===== config.mk =====
export PLATFORM = sky130hd
export DESIGN_NAME = inst_fetch_queue
export DESIGN_NICKNAME = d
export VERILOG_FILES = /design/src/rtl/inst_fetch_queue.sv
export SDC_FILE = /design/constraint.sdc
export NUM_CORES = 1
export LEC_CHECK = 0
export BUFFER_PORTS_ARGS = -buffer_cell sky130_fd_sc_hd__buf_2
export CAP_MARGIN = 20
export CELL_PAD_IN_SITES_DETAIL_PLACEMENT = 0
export CELL_PAD_IN_SITES_GLOBAL_PLACEMENT = 1
export CORE_MARGIN = 3
export CORE_UTILIZATION = 44
export CTS_CLUSTER_DIAMETER = 50
export DETAILED_ROUTE_END_ITERATION = 7
export PLACE_DENSITY = 0.82
export SYNTH_ARGS = -nofsm -noshare
export SYNTH_HDL_FRONTEND = slang
export SYNTH_SLANG_ARGS = --single-unit

===== constraint.sdc =====
create_clock -name clk -period 2.9 [get_ports clk]
set_input_delay 0.145 -clock clk [delete_from_list [all_inputs] [get_ports clk]]
set_output_delay 0.145 -clock clk [all_outputs]
set_load 0.02 [all_outputs]

===== src/rtl/inst_fetch_queue.sv =====
// inst_fetch_queue -- prefetching instruction-fetch queue for the Fetch stage.
//
// Issues sequential fetch requests to the instruction SRAM port, accepts
// in-order responses of any latency and buffers {pc, instr} pairs for the
// datapath. A redirect discards everything buffered and in flight and
// restarts fetching at the new PC.
//
// Parameters:
//   DEPTH     queue entries (power of two, >= 2)
//   RESET_PC  first fetch address after reset
//
// Ports:
//   clk, rst          rising-edge clock, synchronous active-high reset
//   redirect          discard contents, restart at redirect_pc
//   redirect_pc[31:0] restart address (word aligned)
//   stallF            consumer not accepting this cycle
//   imem_req          fetch request valid
//   imem_addr[31:0]   fetch address
//   imem_gnt          request accepted when imem_req & imem_gnt
//   imem_rvalid       response valid (strictly in request order)
//   imem_rdata[31:0]  response instruction word
//   inst_valid        head entry valid
//   instrF[31:0]      head instruction (0 when empty)
//   pcF[31:0]         head PC (0 when empty)
//   dbg_state         FSM state (0 = RUN, 1 = FLUSH)
//
// Handshakes: a fetch transfers when imem_req & imem_gnt; imem_req may be
// withdrawn freely because credits are recomputed every cycle. An
// instruction leaves the queue when inst_valid & ~stallF & ~redirect.
//
// Build option: define IFQ_BYPASS_EN to forward a response straight to
// instrF/pcF in its arrival cycle while the queue is empty.
module inst_fetch_queue #(
  parameter int unsigned DEPTH    = 4,
  parameter logic [31:0] RESET_PC = 32'h0000_0000
) (
  input  logic        clk,
  input  logic        rst,
  input  logic        redirect,
  input  logic [31:0] redirect_pc,
  input  logic        stallF,
  output logic        imem_req,
  output logic [31:0] imem_addr,
  input  logic        imem_gnt,
  input  logic        imem_rvalid,
  input  logic [31:0] imem_rdata,
  output logic        inst_valid,
  output logic [31:0] instrF,
  output logic [31:0] pcF,
  output logic        dbg_state
);

  localparam int AW = $clog2(DEPTH);
  localparam int CW = $clog2(DEPTH + 1);

  typedef enum logic {RUN = 1'b0, FLUSH = 1'b1} state_e;

  state_e        state_q, state_d;
  logic [AW-1:0] rd_ptr_q, rd_ptr_d, wr_ptr_q, wr_ptr_d;
  logic [CW-1:0] count_q, count_d, inflight_q, inflight_d;
  logic [31:0]   fetch_pc_q, fetch_pc_d;
  logic [31:0]   pc_mem_q    [DEPTH];
  logic [31:0]   instr_mem_q [DEPTH];

  logic [CW:0]   credit_sum;
  logic          grant, buf_valid, byp_hit, deq, deq_buf, byp_take, enq;
  logic [31:0]   resp_pc;

  // Every outstanding request is sequential from the oldest one, so the PC
  // of the response now arriving is fetch_pc minus 4 per request in flight.
  assign resp_pc    = fetch_pc_q - (32'(inflight_q) << 2);

  // Credits: buffered plus in-flight never exceeds DEPTH, so a response
  // always finds a free slot.
  assign credit_sum = {1'b0, count_q} + {1'b0, inflight_q};
  assign imem_req   = (state_q == RUN) & ~redirect & ~rst &
                      (credit_sum < (CW+1)'(DEPTH));
  assign imem_addr  = fetch_pc_q;
  assign grant      = imem_req & imem_gnt;
  assign buf_valid  = (count_q != '0);

`ifdef IFQ_BYPASS_EN
  // Redirect-cycle responses are stale, so they are never forwarded.
  assign byp_hit = ~buf_valid & (state_q == RUN) & imem_rvalid & ~redirect;
`else
  assign byp_hit = 1'b0;
`endif

  assign inst_valid = buf_valid | byp_hit;
  assign instrF     = buf_valid ? instr_mem_q[rd_ptr_q] :
                      (byp_hit ? imem_rdata : 32'h0);
  assign pcF        = buf_valid ? pc_mem_q[rd_ptr_q] :
                      (byp_hit ? resp_pc : 32'h0);

  assign deq        = inst_valid & ~stallF & ~redirect;
  assign deq_buf    = deq & buf_valid;
  // A forwarded response that is consumed immediately never occupies a slot.
  assign byp_take   = deq & byp_hit;
  assign enq        = imem_rvalid & (state_q == RUN) & ~redirect & ~byp_take;
  assign dbg_state  = state_q;

  always_comb begin
    state_d    = state_q;
    rd_ptr_d   = rd_ptr_q;
    wr_ptr_d   = wr_ptr_q;
    count_d    = count_q;
    inflight_d = inflight_q;
    fetch_pc_d = fetch_pc_q;
    if (redirect) begin
      // No request can be granted in a redirect cycle.
      rd_ptr_d   = '0;
      wr_ptr_d   = '0;
      count_d    = '0;
      fetch_pc_d = redirect_pc;
      inflight_d = inflight_q - CW'(imem_rvalid);
      state_d    = (inflight_d != '0) ? FLUSH : RUN;
    end else begin
      if (enq)     wr_ptr_d = wr_ptr_q + AW'(1);
      if (deq_buf) rd_ptr_d = rd_ptr_q + AW'(1);
      count_d    = count_q + CW'(enq) - CW'(deq_buf);
      inflight_d = inflight_q + CW'(grant) - CW'(imem_rvalid);
      if (grant) fetch_pc_d = fetch_pc_q + 32'd4;
      if (state_q == FLUSH && inflight_d == '0) state_d = RUN;
    end
  end

  always_ff @(posedge clk) begin
    if (rst) begin
      state_q    <= RUN;
      rd_ptr_q   <= '0;
      wr_ptr_q   <= '0;
      count_q    <= '0;
      inflight_q <= '0;
      fetch_pc_q <= RESET_PC;
    end else begin
      state_q    <= state_d;
      rd_ptr_q   <= rd_ptr_d;
      wr_ptr_q   <= wr_ptr_d;
      count_q    <= count_d;
      inflight_q <= inflight_d;
      fetch_pc_q <= fetch_pc_d;
    end
  end

  // Payload storage needs no reset: outputs are gated by count.
  always_ff @(posedge clk) begin
    if (enq) begin
      pc_mem_q[wr_ptr_q]    <= resp_pc;
      instr_mem_q[wr_ptr_q] <= imem_rdata;
    end
  end

  // A response landing on a full queue means the credit rule was broken.
  always_ff @(posedge clk) begin
    if (!rst) begin
      assert (!(imem_rvalid && state_q == RUN && count_q == CW'(DEPTH)));
    end
  end

endmodule


==> summary.txt <==
Placement
  – Post-Place Worst Slack: 0.08848 ns
  – Hpwl dp: 18.23 mm
  – Placed cell count: 1350
  – Routability cong.: 0.7970
  – Port Buffers: 168

STA
  – Max Fclk: 371.8 MHz
  – Final setup fails: 0
  – Clock skew: 0.01257 ns
  – Slew headroom: 46.66%
  – Final-report hold violation count: 0
  – Worst hold slack: 0.03361 ns
  – Min cycle time layout: 2.690 ns
  – Final WS setup: 0.2101 ns
  – Pins over their slew limit: 0
  – Setup tns final: 0 ns
  – RSZ-0062 raised after global routing: true
  – Tightest Pin Transition: 0.7971 ns
  – Final Cycle Share: 92.76%

CTS
  – Post-CTS setup buffer count: 0
  – Clk buf depth: 3
  – CTS buffer count: 36
  – H-Tree Depth: 2
  – Clock-pin slew on the worst setup and hold paths: 0.05 ns
  – CTS tree: yes
  – CTS root buf: clkbuf_16
  – Clock latency on the worst-skew pair: 0.50 ns
  – Clock Sinks: 301

Die
  – Die width: 177.3 um
  – Core area: 28780 sq um
  – # rows: 62
  – Die area: 31430 sq um
  – Die Y: 177.3 um
  – Starting Density: 44.86%
  – I/O pins: 169

Cells and area
  – Final std cells w/o fill: 1474
  – FILL cells: 2311
  – Final net count: 1156
  – Antenna cells: 0
  – Layout area overhead: 24.94%
  – Final core utilization: 56.04%
  – Fraction of layout cells with a size suffix above 1: 30.83%

GRT
  – Vias in the first global route: 7919
  – First-pass GRT wire length: 44.10 mm
  – Initial antenna violation count: 0
  – All-Layer GR Usage: 18.00%
  – Largest net degree at the start of global routing: 66
  – Global route total overflow: 0

Power and ir drop
  – Lkg Pwr: 5.835 nW
  – Power Density: 633.1 nW/um^2
  – Int Pwr: 7.910 mW
  – P_sw: 2.301 mW
  – Sequential power share: 48.6%
  – Maximum VDD drop: 0.3917 mV
  – Combinational Power Share: 9.2%
  – Switching share of power: 22.53%
  – Clock group share of total power: 42.1%

Detailed routing
  – Wire per inst: 18.98 um
  – WL final: 27.97 mm
  – ANT nets after route: 0
  – DRC Markers: 0
  – Via-per-instance ratio: 5.322
  – Via count: 7845
  – Pre-Repair DR Iteration Count: 4
  – Drt first-iter violations: 507

Yosys
  – Post-synth EDFFs: 256
  – Synth warnings: 0
  – Synthesized area: 12910 sq um
  – Top FF cell, synth: edfxtp_1
  – Sequential cell area fraction in the yosys report: 66.52%
  – Syn Nets: 911
  – Fraction of registers with async set/reset: 0%
  – FF+latch count, synth: 301
  – Avg Inst Size Synth: 15.71 sq um
  – Syn Inst Count: 822
  – Yosys cell types: 56

Worst hold path
  – Worst hold path stage count: 3
  – HP Class: input port to flop

Critical path
  – Worst Setup End Kind: flop
  – WS Path Type: flop to flop
  – Critical path arrival: 3.05 ns
  – Startpoint types: flop
  – CP Max Fanout: 3
  – R2R depth: 12
  – Critical Path RT: 3.26 ns

Flow run
  – Max cap viols: 0

Status
  – Status: complete, no violations
final cells by class:
cell class,instances,area [sq um],share of cell area (%)
clock inverters,15,168.9,1.047
well taps,384,480.5,2.979
clock buffers,46,969.7,6.012
flip-flops and latches,301,8598,53.31
inverters,22,82.58,0.5120
repair buffers,260,1802,11.17
multi-input cells,446,4028,24.97
path summary, 6_finish.rpt:
path                                  from                  endpoint  slack [ns]
setup / recovery     count_q[2]$_SDFF_PP0_    dbg_state$_SDFFE_PP0P_        0.21
hold / removal                         rst     count_q[0]$_SDFF_PP0_        0.03
setup reg to reg     count_q[2]$_SDFF_PP0_    dbg_state$_SDFFE_PP0P_        0.21
hold reg to reg   rd_ptr_q[1]$_SDFFE_PP0P_  rd_ptr_q[1]$_SDFFE_PP0P_        0.52
power groups by stage:
stage / Sequential [mW] / Clock [mW] / Combinational (mW)
global route: 4.98 / 4.58 / 1.04
finish: 4.96 / 4.30 / 0.943
detailed placement: 5.05 / 0 / 0.878
floorplan: 5.06 / 0 / 0.542
CTS: 4.96 / 4.40 / 0.945
global placement: 5.05 / 0 / 0.861
layout by cell type (no fill, tap or decap), types with 10 or more instances in the layout:
master,instances
nor3_1,10
a31oi_1,11
dlygate4sd3_1,63
xor2_1,20
o21ai_0,13
edfxtp_1,256
mux4_2,64
nand4_1,11
inv_1,20
nand3_1,14
buf_2,168
a21oi_1,14
nand2_1,34
and2_1,67
ha_1,16
clkbuf_16,37
buf_4,20
or3_1,10
nor2_1,47
dfxtp_1,41
xnor2_1,20
stage by stage:
stage / area, sq um / power, mW
4_1_cts: 16110 / 10.31
2_1_floorplan: 12930 / 5.598
3_3_place_gp: 14340 / 5.908
5_1_grt: 16130 / 10.60
6_report: 16130 / 10.21
3_5_place_dp: 14340 / 5.931
worst max-delay path, cell delays in order, from the launching register on:
cell and delay [ns]:
dfxtp_1 0.32, ha_1 0.21, nor4_2 0.26, and4_1 0.26, inv_2 0.05, ha_1 0.26
inv_1 0.04, ha_1 0.18, fa_2 0.36, xor2_2 0.19, xnor2_1 0.12, o311ai_1 0.22
a21oi_1 0.10
logic make-up (layout without fill, tap and decap cells):
family	Yosys count	in the layout	synth area share, %
AOI/OAI and AO/OA	75	75	3.945
adders and majority gates	19	19	2.016
and+or+nand+nor	243	243	10.73
xor gates and xnor gates	41	41	2.782
DFF	301	301	66.52
buffers and inverters	75	343	2.530
muxes	68	68	11.48
sequential cells by signal, indices dropped and copies added, names as in the netlist, named ones only:
signal,count
imem_addr,32
count_q,3
inflight_q,3
wr_ptr_q,2
pc_mem_q,128
dbg_state,1
instr_mem_q,128
rd_ptr_q,2
synthesized netlist by cell type (8+ instances only):
| cell | number | area share, % |
|---|---|---|
| o21ai_0 | 13 | 0.50 |
| nand4_1 | 11 | 0.53 |
| a31oi_1 | 11 | 0.53 |
| nand3_1 | 15 | 0.58 |
| mux4_2 | 64 | 11 |
| inv_1 | 20 | 0.58 |
| nor3_1 | 10 | 0.39 |
| clkbuf_1 | 27 | 0.79 |
| nand2_1 | 34 | 0.99 |
| ha_1 | 16 | 1.6 |
| nor4_1 | 8 | 0.39 |
| xnor2_1 | 20 | 1.4 |
| or3_1 | 11 | 0.53 |
| and2_1 | 71 | 3.4 |
| edfxtp_1 | 256 | 60 |
| dfxtp_1 | 45 | 7.0 |
| nor2_1 | 47 | 1.4 |
| xor2_1 | 21 | 1.4 |
| a21oi_1 | 14 | 0.54 |
| buf_2 | 18 | 0.70 |
layer usage:
layer  track usage [%]  part of all wire [%]  up-vias  wire length [um]
met2             29.44                    47      262             13290
met1             25.62                    45     3865             12490
met5                 0                     0        -                 0
met4             3.599                   1.4        0               378
met3             3.273                   6.5       38              1818
li1                  -                     -     3680                 -
what timing repair did:
action,4_1_cts,5_1_grt
resized for setup,0,4
endpoints found under the hold margin,159,0
hold buffers,63,0
setup endpoints to repair,0,6
Power figures use the tool's default switching activity.
